File: src/rtl/fetch_queue_pkg.sv
// fetch_queue_pkg: NOP encoding and instruction field bounds shared by fetch and decode
package fetch_queue_pkg;
  localparam logic [31:0] NOP_INST = 32'h00000013;
  localparam int OPCODE_HI = 6;
  localparam int OPCODE_LO = 0;
  localparam int FUNC3_HI = 14;
  localparam int FUNC3_LO = 12;
  localparam int FUNC7_HI = 31;
  localparam int FUNC7_LO = 25;
endpackage

File: src/rtl/fetch_queue_mem.sv
// fetch_queue_mem: DEPTH x 2*XLEN storage with synchronous write and asynchronous read
module fetch_queue_mem #(
  parameter int DEPTH = 4,
  parameter int XLEN = 32
) (
  input  logic                     clk,
  input  logic                     we,
  input  logic [$clog2(DEPTH)-1:0] waddr,
  input  logic [2*XLEN-1:0]        wdata,
  input  logic [$clog2(DEPTH)-1:0] raddr,
  output logic [2*XLEN-1:0]        rdata
);
  logic [2*XLEN-1:0] mem [DEPTH];
  always_ff @(posedge clk)
    if (we) mem[waddr] <= wdata;
  assign rdata = mem[raddr];
endmodule

File: src/rtl/fetch_queue.sv
// fetch_queue: fetch-to-decode instruction queue with flush; FETCH_QUEUE_BYPASS_EN enables empty-queue bypass
module fetch_queue
  import fetch_queue_pkg::*;
#(
  parameter int DEPTH = 4,
  parameter int XLEN = 32
) (
  input  logic                     clk,
  input  logic                     rst,
  input  logic                     flush,
  input  logic                     in_valid,
  output logic                     in_ready,
  input  logic [XLEN-1:0]          in_pc,
  input  logic [XLEN-1:0]          in_inst,
  output logic                     out_valid,
  input  logic                     out_ready,
  output logic [XLEN-1:0]          out_pc,
  output logic [XLEN-1:0]          out_inst,
  output logic [6:0]               out_opcode,
  output logic [2:0]               out_func3,
  output logic [6:0]               out_func7,
  output logic [$clog2(DEPTH):0]   count,
  output logic                     empty,
  output logic                     full
);
  localparam int AW = $clog2(DEPTH);
  logic [AW:0] wr_ptr, rd_ptr;
  logic [2*XLEN-1:0] rdata;
  logic byp, push, pop;
  assign empty = wr_ptr == rd_ptr;
  assign full = (wr_ptr[AW] != rd_ptr[AW]) && (wr_ptr[AW-1:0] == rd_ptr[AW-1:0]);
  assign count = wr_ptr - rd_ptr;
  assign in_ready = !full && !flush && !rst;
`ifdef FETCH_QUEUE_BYPASS_EN
  assign byp = empty && in_valid && in_ready;
`else
  assign byp = 1'b0;
`endif
  assign out_valid = (!empty || byp) && !flush;
  assign pop = out_valid && out_ready && !empty;
  assign push = in_valid && in_ready && !(byp && out_ready);
  always_comb begin
    out_pc = !empty ? rdata[2*XLEN-1:XLEN] : byp ? in_pc : '0;
    out_inst = !empty ? rdata[XLEN-1:0] : byp ? in_inst : XLEN'(NOP_INST);
  end
  assign out_opcode = out_inst[OPCODE_HI:OPCODE_LO];
  assign out_func3 = out_inst[FUNC3_HI:FUNC3_LO];
  assign out_func7 = out_inst[FUNC7_HI:FUNC7_LO];
  always_ff @(posedge clk)
    if (rst || flush) begin
      wr_ptr <= '0;
      rd_ptr <= '0;
    end else begin
      if (push) wr_ptr <= wr_ptr + (AW+1)'(1);
      if (pop) rd_ptr <= rd_ptr + (AW+1)'(1);
    end
  fetch_queue_mem #(.DEPTH(DEPTH), .XLEN(XLEN)) u_mem (
    .clk(clk),
    .we(push),
    .waddr(wr_ptr[AW-1:0]),
    .wdata({in_pc, in_inst}),
    .raddr(rd_ptr[AW-1:0]),
    .rdata(rdata)
  );
endmodule

File: config.mk
export PLATFORM = sky130hd
export DESIGN_NAME = fetch_queue
export DESIGN_NICKNAME = d
export VERILOG_FILES = /design/src/rtl/fetch_queue_pkg.sv /design/src/rtl/fetch_queue_mem.sv /design/src/rtl/fetch_queue.sv
export SDC_FILE = /design/constraint.sdc
export NUM_CORES = 1
export LEC_CHECK = 0
export ABC_AREA = 1
export ABC_CLOCK_PERIOD_IN_PS = 4700
export CORE_ASPECT_RATIO = 0.6
export CORE_MARGIN = 2
export CORE_UTILIZATION = 50
export DETAILED_ROUTE_END_ITERATION = 10
export PLACE_DENSITY = 0.71
export SYNTH_ARGS = -nofsm -noshare
export SYNTH_HDL_FRONTEND = slang
export SYNTH_SLANG_ARGS = --single-unit
File: constraint.sdc
create_clock -name clk -period 4.7 [get_ports clk]
set_input_delay 0.705 -clock clk [delete_from_list [all_inputs] [get_ports clk]]
set_output_delay 0.705 -clock clk [all_outputs]
set_load 0.01 [all_outputs]
== Word level (Yosys, flattened, before mapping) ==
Memories as Yosys holds them, arrays and structs flattened. A register that Yosys moved wholly into a read port is not among the register bits.
Index checks and enable logic that the tools add are counted.
W data, S select, Z words.

* $add $sub $neg: 3
* Reductions and logical operators: 12
* Equal/unequal tests: 3
* Muxes and demuxes: 6

{| class="wikitable"
|+ Operator list
! operator !! number
|-
| $mux W32 || 2
|-
| $logic_and A1 B1 Y1 || 7
|-
| $add A3 B1 Y3 const B || 2
|-
| $logic_not A1 Y1 || 4
|-
| $mux W2 || 2
|-
| $eq A3 B3 Y1 || 1
|-
| $sub A3 B3 Y3 || 1
|-
| $eq A2 B2 Y1 || 1
|-
| $mux W1 || 2
|-
| $logic_or A1 B1 Y1 || 1
|-
| $ne A1 B1 Y1 || 1
|}

* Register bits: 6
* Output and inout bits: 88
* Logic and storage cells: 27
* Bits of input ports: 69
* Memories: 1
* Bits in writable memories: 256

{| class="wikitable"
|+ Memories
! name !! words !! width !! read ports !! clocked after Yosys merged registers in !! write ports !! line !! RTL
|-
| u_mem.mem || 4 || 64 || 1 || 1 || 1 || fetch_queue_mem.sv:13 || <nowiki>logic [2*XLEN-1:0] mem [DEPTH];</nowiki>
|}

== Logic depth before layout (Yosys ltp) ==
* Depth after elaboration: 8
* Gate-level depth with buffers: 9

== Modules after synthesis ==
From an unflattened synthesis, not the netlist that was laid out.

* Cell total of the unflattened synthesis: 1,227
* Area, all modules: 11,893.9 um^2

{| class="wikitable"
|+ Modules (own cells, without submodules)
! module !! cells each !! times used !! sequential area each (um^2) !! area each (um^2)
|-
| fetch_queue_mem || 1,010 || 1 || 7,687.4 || 10,761.6
|-
| fetch_queue || 217 || 1 || 120.1 || 1,132.3
|}

== Worst setup path after synthesis ==
OpenSTA, ideal clock, no wires.

* Path kind: input port to flip-flop
* From: input port flush
* To: memory u_mem.mem[0][0] in the netlist's numbering, enable pin
* Required time: 4,213 ps
* Setup slack: 316 ps
* Cell stages on the path: 3
* Buffers on the path: 0
* Arrival: 3,897 ps
* Path through: nor2_1 -> nand3_1 -> nor2_1

* Word-level cells in the longest chain between the ends: 6

{| class="wikitable"
|+ Ends and longest elaborated chain
! item !! line !! RTL
|-
| start, declared || fetch_queue.sv:10 || <nowiki>input logic flush,</nowiki>
|-
| $logic_not A1 Y1 || fetch_queue.sv:33 || <nowiki>assign in_ready = !full && !flush && !rst;</nowiki>
|-
| $logic_and A1 B1 Y1 (2 in a row) || fetch_queue.sv:33 ||
|-
| $logic_and A1 B1 Y1 || fetch_queue.sv:41 || <nowiki>assign push = in_valid && in_ready && !(byp && out_ready);</nowiki>
|-
| $mux W1 || fetch_queue_mem.sv:15 || <nowiki>if (we) mem[waddr] <= wdata;</nowiki>
|-
| $mux W1 (not written as such) || fetch_queue_mem.sv:15 ||
|-
| end, declared || fetch_queue_mem.sv:13 ||
|}

Every way passes these cells.

==> metrics.md <==
| Metric | Value |
|---|---|
| Status | `complete, no violations` |
| H-tree levels | `1` |
| Die area | `22400 um2` |
| Ys Warns | `0` |
| Antenna violations before repair | `0` |
| Max rail drop VDD | `between 0.2 and 0.25 mV` |
| Final setup violation count | `0` |
| Fillers | `1611` |
| Max Freq | `0.258 GHz` |
| Initial Utilization | `0.507` |
| Measured slew at the worst slew-check pin | `0.991 ns` |
| Leak | `about 4.4 nW` |
| Layout area overhead | `22.7%` |
| Synth top area cells | `edfxtp_1 (72%), nor2_1 (9.1%), o21ai_0 (5.8%)` |
| DR WL/cell | `18.2 um` |
| Seq/Total Area, Yosys | `0.740` |
| First-pass GRT wire length | `35300 um` |
| Clk_lat worst skew | `between 0.5 and 0.6 ns` |
| Syn avg cell area | `about 12 um2` |
| Post-Synthesis Cells | `850` |
| Yosys top cell by area | `edfxtp_1` |
| GPL Wtd Cong | `0.835` |
| Slowest cell on the critical path | `clkinv_2` |
| Syn nets | `around 900` |
| FP Rows | `41` |
| WP depth | `5` |
| Tightest slew margin relative to the limit | `0.339` |
| Core area | `20900 um2` |
| Crit path max-delay family | `buffers and inverters` |
| Largest net degree at the start of global routing | `65` |
| EDFF count, synth | `256` |
| CP peak stage delay | `0.67 ns` |
| Worst Clk Skew | `0.00715 ns` |
| Syn Std Cell Area | `10600 um2` |
| Via count | `6766` |
| Crit path buf inv count | `3` |
| Die height | `117 um` |
| TritonRoute pass-1 iters | `5` |
| Die Width | `between 150 and 200 um` |
| Io pins | `157` |
| Async S/R FF share, synth | `0` |
| Vias in the first global route | `6318` |
| # diodes | `0` |
| Count of state elements after synthesis | `264` |
| Grt ovf | `0` |
| Reg2Reg Depth | `8` |
| Setup Fix Bufs, Post-CTS | `0` |
| RSZ-0062 raised after global routing | `no` |
| Flop2flop setup slack | `approximately 1.7 ns` |
| Hold path cells | `2` |
| Worst Setup Start Kind | `flip-flop` |
| Worst Path Required | `3.99 ns` |
| Synth cell types | `20` |
| Power density cells | `about 360 nW/um2` |
| Share of cells above drive strength 1 | `0.0571` |
| Max Fanout on Critical Path | `58` |
| Arrival time of the worst setup path | `about 3.2 ns` |
| DP HPWL | `13300 um` |
| CTS buffer count | `24` |
| Synth cell count leaders | `edfxtp_1 (256), nor2_1 (256), o21ai_0 (123), a21oi_1 (69), nand2_1 (33)` |
| Post_cts resized | `0` |
| Yosys top cell area share | `0.725` |
| Total power | `around 4.7 mW` |
| Port buffer count | `between 150 and 200` |
| Root Driver | `clkbuf_16` |
| CTS Hold Bufs | `0` |
| Overall routed net length | `23200 um` |
| CTS sink cnt | `264` |
| Worst Setup End Kind | `primary output` |
| Tcrit/Tclk final | `0.826` |
| Min Tclk post-route | `roughly 3.9 ns` |
| Critical path class | `flip-flop to primary output` |
| Bufs on Longest Clock Path | `3` |
| Hold/Removal Path Class | `flip-flop to flip-flop` |
| CP cell instances | `clkinv_2 -> buf_4 -> o21ai_0 -> a21oi_1 -> clkdlybuf4s50_1` |
| Final max-slew violation count | `0` |
| Hold Fails Final Rpt | `0` |
| Nets | `1057` |
| Setup TNS | `0 ns` |
| Post-DRT Antenna Nets | `0` |
| DRC violations left | `0` |
| CTS tree | `done` |
| # Max-Cap Violations | `0` |
| Vias/cell | `5.30` |
| GRT Overall Usage | `0.207` |
| Ys flop type | `edfxtp_1` |
| Initial DRC count | `639` |
| Worst-path clk slew | `0.06 ns` |
sequential cells by signal (all words and copies together) (netlist names), named ones only:
signal and count:
rd_ptr 3, u_mem.mem 256, wr_ptr 3
cells in the final DEF (no fill, tap or decap):
cell type,netlist,routed
a21oi_1,69,69
buf_12,0,4
buf_4,24,8
bufinv_16,0,3
clkbuf_1,12,2
clkbuf_16,0,24
clkdlybuf4s50_1,0,156
clkinv_1,0,7
clkinv_2,0,7
clkinv_8,0,1
clkinvlp_4,0,1
dfxtp_1,8,6
dfxtp_2,0,1
dfxtp_4,0,1
edfxtp_1,256,256
fa_1,1,1
ha_1,7,7
inv_1,17,17
inv_2,3,2
nand2_1,33,33
nand3_1,5,5
nand3_2,1,1
nand4_1,4,4
nor2_1,256,252
nor2_4,0,4
o21ai_0,123,123
o21ai_1,2,2
xor2_1,1,1
routing by layer:
layer  routed length [um]  up-vias  track usage
met3                 1940       24       0.0334
met5                    0        -            0
met1                10800     3224        0.325
met4                  266        0       0.0366
met2                10100      286        0.310
li1                     -     3232            -
power breakdown:
part	total, mW	switching [mW]	internal [mW]	leakage (nW)
logic	0.200	0.103	0.0972	1.66
registers	2.61	0.00540	2.60	2.38
clock network	1.93	0.829	1.10	0.382
worst reg2reg max path, stage by stage (launching register included):
cell	delay, ns
dfxtp_1	0.40
inv_1	0.12
ha_1	0.30
nand2_1	0.07
inv_1	0.06
nand3_1	0.13
nand3_1	0.39
nor2_4	0.85
buf_4	0.36
final cells by class:
class	instances	area, um2	share of cell area
Tap cell	279	349	0.0268
Clock buffer	26	608	0.0467
Multi-Input combinational cell	502	2260	0.174
Timing Repair Buffer	168	1700	0.131
Inverter	20	76.3	0.00586
Clock inverter	18	170	0.0131
Sequential cell	264	7850	0.603
kinds of logic after synthesis:
family	synth area share
adder cells (fa/ha/maj)	0.0101
XOR/XNOR	0.000826
flip-flops	0.740
AND/OR/NAND/NOR	0.108
AO/OA/AOI/OAI	0.0915
buffers and inverters	0.0499
worst paths after layout:
check / from / end
worst min-delay path: wr_ptr[2] / wr_ptr[2]
worst max-delay path: flip-flop / out_pc[6]
worst max register to register: wr_ptr[0] / u_mem.mem[0][45]
worst min register to register: wr_ptr[2] / wr_ptr[2]
through the flow:
stage	utilization	instances	cell area, um2	setup slack [ns]	hold WS (ns)
after floorplan	-	850	10600	0.316	0.480
after global placement	0.585	1233	12200	1.30	0.507
after detailed placement	0.585	1233	12200	1.23	0.508
after CTS	0.622	1277	13000	0.765	0.517
after global routing	0.622	1277	13000	0.584	0.564
final	0.622	1277	13000	0.819	0.521
(Power assumes the default switching activity.)
